$ cat config.mk
export PLATFORM = sky130hd
export DESIGN_NAME = sram_rr_arbiter
export DESIGN_NICKNAME = d
export VERILOG_FILES = /design/src/rtl/sram_rr_arbiter.sv
export SDC_FILE = /design/constraint.sdc
export NUM_CORES = 1
export LEC_CHECK = 0
export BUFFER_PORTS_ARGS = -buffer_cell sky130_fd_sc_hd__buf_2
export CAP_MARGIN = 30
export CORE_ASPECT_RATIO = 2
export CORE_MARGIN = 2
export CORE_UTILIZATION = 50
export DETAILED_ROUTE_END_ITERATION = 8
export HOLD_SLACK_MARGIN = 0.15
export PLACE_DENSITY = 0.86
export SETUP_SLACK_MARGIN = 0.4
export SLEW_MARGIN = 20
export SYNTH_ARGS = -nofsm -noshare
export SYNTH_HDL_FRONTEND = slang
export SYNTH_SLANG_ARGS = --single-unit
$ cat constraint.sdc
create_clock -name clk0 -period 2.97 [get_ports clk0]
set_input_delay 0.4455 -clock clk0 [delete_from_list [all_inputs] [get_ports clk0]]
set_output_delay 0.4455 -clock clk0 [all_outputs]
set_load 0.01 [all_outputs]
$ cat src/rtl/sram_rr_arbiter.sv
// sram_rr_arbiter
//   Two-requester round-robin arbiter in front of a single-port synchronous SRAM.
//   The arbiter takes one command at a time from IDLE and runs it to completion:
//   IDLE -> CMD -> RESP for a write, and IDLE -> CMD -> RDWAIT -> RESP for a read.
//   A write completes 2 cycles after acceptance and a read completes 3 cycles after.
//   The next grant comes in the IDLE cycle that follows RESP.
//
// Ports
//   clk0                   clock; all state changes on its rising edge
//   rst0_n                 synchronous active-low reset
//   reqN_valid/_ready      command handshake for requester N (ready is a 1-cycle grant)
//   reqN_we/_addr/_wdata   command payload (we: 1 = write, 0 = read)
//   respN_valid            1-cycle completion pulse for requester N
//   respN_rdata            last read data returned to requester N (holds between reads)
//   csb0/web0              SRAM chip select and write enable (active-low)
//   addr0/din0             SRAM address and write data (0 when no command is driven)
//   dout0                  SRAM read data, valid the cycle after a read is sampled

module sram_rr_arbiter #(
  parameter int unsigned DATA_WIDTH = 32,
  parameter int unsigned ADDR_WIDTH = 7
) (
  input  logic                  clk0,
  input  logic                  rst0_n,

  input  logic                  req0_valid,
  output logic                  req0_ready,
  input  logic                  req0_we,
  input  logic [ADDR_WIDTH-1:0] req0_addr,
  input  logic [DATA_WIDTH-1:0] req0_wdata,
  output logic                  resp0_valid,
  output logic [DATA_WIDTH-1:0] resp0_rdata,

  input  logic                  req1_valid,
  output logic                  req1_ready,
  input  logic                  req1_we,
  input  logic [ADDR_WIDTH-1:0] req1_addr,
  input  logic [DATA_WIDTH-1:0] req1_wdata,
  output logic                  resp1_valid,
  output logic [DATA_WIDTH-1:0] resp1_rdata,

  output logic                  csb0,
  output logic                  web0,
  output logic [ADDR_WIDTH-1:0] addr0,
  output logic [DATA_WIDTH-1:0] din0,
  input  logic [DATA_WIDTH-1:0] dout0
);

  typedef enum logic [1:0] {
    StIdle,
    StCmd,
    StRdWait,
    StResp
  } state_e;

  state_e                state_q, state_d;

  // Priority pointer: 0 favours requester 0, 1 favours requester 1 on a tie.
  logic                  ptr_q, ptr_d;

  // Registered command and the requester it belongs to.
  logic                  gnt_q, gnt_d;
  logic                  we_q, we_d;
  logic [ADDR_WIDTH-1:0] addr_q, addr_d;
  logic [DATA_WIDTH-1:0] wdata_q, wdata_d;

  // Per-requester read data, held until that requester's next read.
  logic [DATA_WIDTH-1:0] rdata0_q, rdata0_d;
  logic [DATA_WIDTH-1:0] rdata1_q, rdata1_d;

  // Requester 1 wins when it is the only one asking, or on a tie when it holds priority.
  logic                  win1;
  logic                  any_valid;

  assign any_valid = req0_valid | req1_valid;
  assign win1      = req1_valid & (~req0_valid | ptr_q);

  always_comb begin
    state_d     = state_q;
    ptr_d       = ptr_q;
    gnt_d       = gnt_q;
    we_d        = we_q;
    addr_d      = addr_q;
    wdata_d     = wdata_q;
    rdata0_d    = rdata0_q;
    rdata1_d    = rdata1_q;

    req0_ready  = 1'b0;
    req1_ready  = 1'b0;
    resp0_valid = 1'b0;
    resp1_valid = 1'b0;
    csb0        = 1'b1;
    web0        = 1'b1;
    addr0       = '0;
    din0        = '0;

    unique case (state_q)
      StIdle: begin
        // No grant while reset is asserted, so nothing is accepted and then lost.
        if (rst0_n && any_valid) begin
          req0_ready = ~win1;
          req1_ready = win1;
          gnt_d      = win1;
          we_d       = win1 ? req1_we    : req0_we;
          addr_d     = win1 ? req1_addr  : req0_addr;
          wdata_d    = win1 ? req1_wdata : req0_wdata;
          // Hand priority to whichever requester did not just win.
          ptr_d      = ~win1;
          state_d    = StCmd;
        end
      end

      StCmd: begin
        csb0    = 1'b0;
        web0    = ~we_q;
        addr0   = addr_q;
        din0    = wdata_q;
        state_d = we_q ? StResp : StRdWait;
      end

      StRdWait: begin
        // SRAM sampled the read on the previous edge; dout0 is valid now.
        if (gnt_q) begin
          rdata1_d = dout0;
        end else begin
          rdata0_d = dout0;
        end
        state_d = StResp;
      end

      StResp: begin
        // Suppress the pulse if reset lands in this cycle: the operation is aborted.
        resp0_valid = rst0_n & ~gnt_q;
        resp1_valid = rst0_n & gnt_q;
        state_d     = StIdle;
      end

      default: begin
        state_d = StIdle;
      end
    endcase
  end

  always_ff @(posedge clk0) begin
    if (!rst0_n) begin
      state_q  <= StIdle;
      ptr_q    <= 1'b0;
      gnt_q    <= 1'b0;
      we_q     <= 1'b0;
      addr_q   <= '0;
      wdata_q  <= '0;
      rdata0_q <= '0;
      rdata1_q <= '0;
    end else begin
      state_q  <= state_d;
      ptr_q    <= ptr_d;
      gnt_q    <= gnt_d;
      we_q     <= we_d;
      addr_q   <= addr_d;
      wdata_q  <= wdata_d;
      rdata0_q <= rdata0_d;
      rdata1_q <= rdata1_d;
    end
  end

  assign resp0_rdata = rdata0_q;
  assign resp1_rdata = rdata1_q;

  // Invariants: at most one grant and at most one completion per cycle.
  a_ready_onehot: assert property (@(posedge clk0) !(req0_ready && req1_ready));
  a_resp_onehot:  assert property (@(posedge clk0) !(resp0_valid && resp1_valid));
  a_ready_rst:    assert property (@(posedge clk0) !rst0_n |-> !(req0_ready || req1_ready));

endmodule

After elaboration in Yosys (flattened, before gate mapping) --
Cells that the tools add are included.
Storage, ports and cells: register bits after elaboration 108, bits in latches 0, bits in writable memories 0, memory bits (read-only) 0, input port bits 116, output and inout port bits 109, logic and storage cells 42, memories 0
Operators by class: add/subtract/negate cells 0, multipliers 0, div/mod/pow operators 0, order comparisons 0, eq/ne operators 4, shift-type cells 0, mux-type cells 16, bitwise operators 9, reductions and logical operators 5
Operators with widths (number):
- 2-to-1 mux 32 bit | 2
- 2-to-1 mux 7 bit | 2
- 2-to-1 mux 1 bit | 10
- case mux 2 bit (4 select lines) | 1
- AND reduction 2 bit | 3
- equality test 2 bit, second input constant | 2
- NOT 1 bit | 4
- bitwise AND 1 bit | 3
- equality test 2 x 1 -> 1 bit, second input constant | 1
- zero test 2 bit | 1
- 2-to-1 mux 2 bit | 1
- != test 2 bit, second input constant | 1
- bitwise OR 1 bit | 2
- logical AND 1 bit | 1

Longest topological paths before layout --
word-level depth 6, gate-level depth with buffers 7, depth with buffers taken out 5

Worst setup path after synthesis --
No wires, ideal clock.
kind flip-flop to output port, start point reg state_q[0], end point out req0_ready, arrival time 1153 ps, data required time 2525 ps, slack 1371 ps, cell stages (with the launch flop) 6, path buffers 1, cells stage by stage dfxtp_1 -> inv_1 -> ha_1 -> o211ai_4 -> buf_6 -> a21oi_1
On the way: cells in the longest elaborated chain, start to end 2
Ends and longest elaborated chain:
- from (decl) | line 56 | state_e state_q, state_d;
- from (signal assigned) | line 146 | state_q <= StIdle;
- from (signal assigned) | line 155 | state_q <= state_d;
- zero test 2 bit | line 97 | unique case (state_q)
- 2-to-1 mux 1 bit | line 97
- to (decl) | line 27 | output logic req0_ready,
No other way between the ends.

Worst setup path after layout --
start point reg state_q[0], end point out req1_ready
On the way: cells in the longest elaborated chain, start to end 2
Ends and longest elaborated chain:
- zero test 2 bit | line 97
- 2-to-1 mux 1 bit | line 97
- to (decl) | line 35 | output logic req1_ready,
No other way between the ends.

==> impl_results.rst <==
.. list-table::
   :header-rows: 1

   * - Metric
     - Value
   * - Maximum operating frequency
     - 454 MHz
   * - Clock share of power
     - 0.301
   * - Hold Crit Class
     - input port to flop
   * - Tightest Pin Transition
     - 686 ps
   * - Instance count along the most critical hold path
     - 3
   * - Final worst hold slack
     - 354 ps
   * - Number of global-route vias before repair
     - 4669
   * - Endpoint of the lowest-slack register-to-register path
     - wdata_q[22]$_SDFFE_PN0P_
   * - Cell variety after synth
     - 28
   * - Initial drt markers
     - 231
   * - R2R Setup Slk
     - about 1100 ps
   * - Critical Path Source Type
     - flop
   * - Main combinational cell family by area after synthesis
     - compound AO/OA/AOI/OAI gates
   * - Source of the worst register-to-register timing path
     - state_q[0]$_SDFFE_PN0P_
   * - Switching part of the total
     - 0.304
   * - Maximum number of pins on one net before global-route repair
     - between 70 and 80
   * - Max-Cap Viols
     - 0
   * - Final core utilization
     - 0.655
   * - Total via count in the routed design
     - between 4000 and 5000
   * - TritonCTS clock tree
     - built
   * - Total count of max-transition violations in the final report
     - 0
   * - Max Buffers Root-to-Sink
     - 2
   * - Final Wtd Congestion
     - 0.835
   * - Number of hold-slack violations in the final timing report
     - 0
   * - Ratio of final minimum period to clock period
     - 0.741
   * - EDFF count, synth
     - 0
   * - Setup violation total in the final timing report
     - 0
   * - Chip width
     - 73.0 um
   * - Areal power density over the cells
     - about 640 nW/um^2
   * - Count of standard-cell rows
     - 50
   * - Nets
     - 901
   * - Post-route setup TNS
     - 0 ps
   * - Part of the Yosys area used for sequential elements
     - 0.454
   * - Worst slew margin
     - 0.543
   * - Crit Path Class
     - flop to output pin
   * - Total half-perimeter wirelength after legalization and detailed placement
     - about 10 mm
   * - Setup crit end kind
     - output pin
   * - Post-route antenna net violation count
     - 0
   * - Post-synthesis compound-gate area fraction
     - 0.292
   * - Yosys warns
     - 0
   * - Adder and majority gate portion of the synthesized area
     - 0.0105
   * - Cells after DPL
     - 874
   * - Clock skew after layout
     - 5.80 ps
   * - Number of standard cells in the layout, taps in and fillers out
     - 891
   * - Global-route wire length before repair
     - 21.1 mm
   * - H-tree depth
     - 3
   * - CP Data Arrival Time
     - about 1800 ps
   * - Leakage power
     - 2.82 nW
   * - Leftover overflow at the end of global routing
     - 0
   * - Core area
     - 9320 sq um
   * - Combinational fraction of design power
     - 0.243
   * - PostCTS Resize Cnt
     - 0
   * - Source-to-sink clock delay at the later pin of the worst-skew pair
     - 330 ps
   * - Clock root buffer
     - sky130_fd_sc_hd__clkbuf_16
   * - Detailed-route wire length per cell
     - 15.2 um
   * - Synth Net Count
     - 708
   * - Sequential share of power
     - 0.456
   * - Post-synth top flop
     - sky130_fd_sc_hd__dfxtp_1
   * - Number of detailed-route iterations in the first pass
     - 5
   * - Clock buffers created by TritonCTS
     - 9
   * - Aggregate global-route resource usage
     - 0.252
   * - Total clock sinks
     - 108
   * - IO Port Bufs
     - approximately 220
   * - Antenna violations before repair
     - 1
   * - Synth-to-layout area growth
     - 28.1%
   * - Required time at the worst-slack endpoint
     - 2520 ps
   * - First element of the critical path
     - state_q[0]$_SDFFE_PN0P_
   * - Layout cells sized above 1
     - 0.327
   * - Die extent in y
     - 142 um
   * - Per-cell via count in the routed design
     - 5.58
   * - Parity-gate share of the synthesized area counting xor and xnor cells
     - 0
   * - Cell depth of the worst flop-to-flop path
     - 6
   * - Simple-Gate Fraction of Synth Area
     - 0.172
   * - Power spent charging and discharging nets
     - 1.18 mW
   * - Cells after synthesis
     - 588
   * - Internal portion of total power
     - approximately 2.7 mW
   * - Flip-flop and latch count after synthesis
     - 108
   * - Maximum ir drop on the vdd rail
     - around 0.35 mV
   * - Minimum clock period
     - 2200 ps
   * - Multiplexer share of the synthesized area
     - 0.00210
   * - FFs w/ async S/R, synth
     - 0
   * - Number of buffers inserted for hold repair after clock tree synthesis
     - 0
   * - I/O pin total
     - 225
   * - Run status
     - complete, no violations
   * - Die area
     - 10400 sq um
   * - Setup fix buffers added after clock tree synthesis
     - 0
   * - Remaining DRCs
     - 0
   * - Summed instance area of the synthesized netlist
     - 4770 sq um
   * - Unrepaired setup endpoints after global routing
     - no
   * - Reg clk slew, reported paths
     - 70 ps
   * - Effective utilization at floorplan
     - 0.511
   * - Critical Path Fanout Max
     - 24
   * - Setup crit end
     - req1_ready
   * - Avg Cell Area, Syn
     - 8.11 sq um
   * - Sum of routed wire length over all layers
     - ~14 mm
==> registers in the layout (all words and copies together) (netlist names) <==
register / cells
addr_q: 7
gnt_q: 1
resp1_rdata: 32
state_q: 2
resp0_rdata: 32
ptr_q: 1
we_q: 1
wdata_q: 32
==> placed cells by master, fill, tap and decap left out, drive strengths merged, types with 2 or more instances in the layout <==
master,count
nand2b,2
nand2,131
inv,6
o21ai,41
nor2,3
and2,41
dfxtp,108
a31oi,40
ha,4
a21boi,64
buf,238
a21oi,82
nor3,2
clkbuf,11
nor2b,2
==> stage by stage <==
| step | instance area, sq um | total power, mW | worst slack [ps] |
|---|---|---|---|
| 2_1_floorplan | 4770 | 2.41 | 1370 |
| 3_3_place_gp | 5810 | 2.70 | 924 |
| 3_5_place_dp | 5810 | 2.74 | 937 |
| 4_1_cts | 6100 | 3.91 | 757 |
| 5_1_grt | 6110 | 4.11 | 612 |
| 6_report | 6110 | 3.89 | 768 |
==> how the worst min path moves through the flow <==
stage                                       from                           end  slack, ps
finish                                 dout0[10]  resp1_rdata[10]$_SDFFE_PN0P_        350
CTS                                    dout0[10]  resp1_rdata[10]$_SDFFE_PN0P_        340
global route                           dout0[20]  resp1_rdata[20]$_SDFFE_PN0P_        340
global placement    resp1_rdata[12]$_SDFFE_PN0P_  resp1_rdata[12]$_SDFFE_PN0P_        440
floorplan               wdata_q[29]$_SDFFE_PN0P_      wdata_q[29]$_SDFFE_PN0P_        480
detailed placement   resp1_rdata[2]$_SDFFE_PN0P_   resp1_rdata[2]$_SDFFE_PN0P_        440
==> power groups by stage <==
stage / sequential (mW) / clock [mW] / combinational [mW]
after floorplan: 1.79 / 0 / 0.618
after global placement: 1.80 / 0 / 0.901
after detailed placement: 1.80 / 0 / 0.937
after CTS: 1.77 / 1.20 / 0.942
after global routing: 1.79 / 1.27 / 1.05
final: 1.77 / 1.17 / 0.945
==> area by class of cell <==
type | count | area (sq um)
inverters | 4 | 15.0
well taps | 104 | 130
clock inverters | 5 | 60.1
flip-flops and latches | 108 | 2160
repair buffers | 238 | 1230
multi-input cells | 420 | 2280
fillers | 782 | 3210
diodes | 1 | 2.50
clock buffers | 11 | 233
==> cells by family after synthesis <==
group	after synthesis
AOI/OAI and AO/OA	231
adders and majority gates	4
buffers and inverters	60
DFF	108
muxes	1
and+or+nand+nor	184
==> synth_stat cells, drive strengths merged (2+ instances only) <==
cell      n  share of area
a31oi    40          0.053
a21oi    82          0.086
ha        4          0.011
clkbuf   22          0.018
nand2b    2         0.0026
nor3      2         0.0031
nor2b     2         0.0026
buf      34          0.048
inv       4         0.0031
nor2      3         0.0024
a21boi   64           0.10
o21ai    41          0.043
and2     41          0.054
dfxtp   108           0.45
nand2   131           0.10
==> metal layers <==
metal	share of wire	track usage	wire, um	vias to the layer above
met3	0.067	0.0361	904	40
met1	0.36	0.283	4920	2289
met2	0.53	0.444	7220	254
li1	-	-	-	2385
met5	0	0	0	-
met4	0.040	0.134	546	0
==> critical path: stages (launching register included) <==
cell and delay (ps):
sky130_fd_sc_hd__dfxtp_1 340, sky130_fd_sc_hd__inv_1 110, sky130_fd_sc_hd__ha_1 290, sky130_fd_sc_hd__o211ai_4 100, sky130_fd_sc_hd__buf_4 220, sky130_fd_sc_hd__nor3_2 190, sky130_fd_sc_hd__buf_2 170
Note: power is estimated with default switching activity, not from simulation.
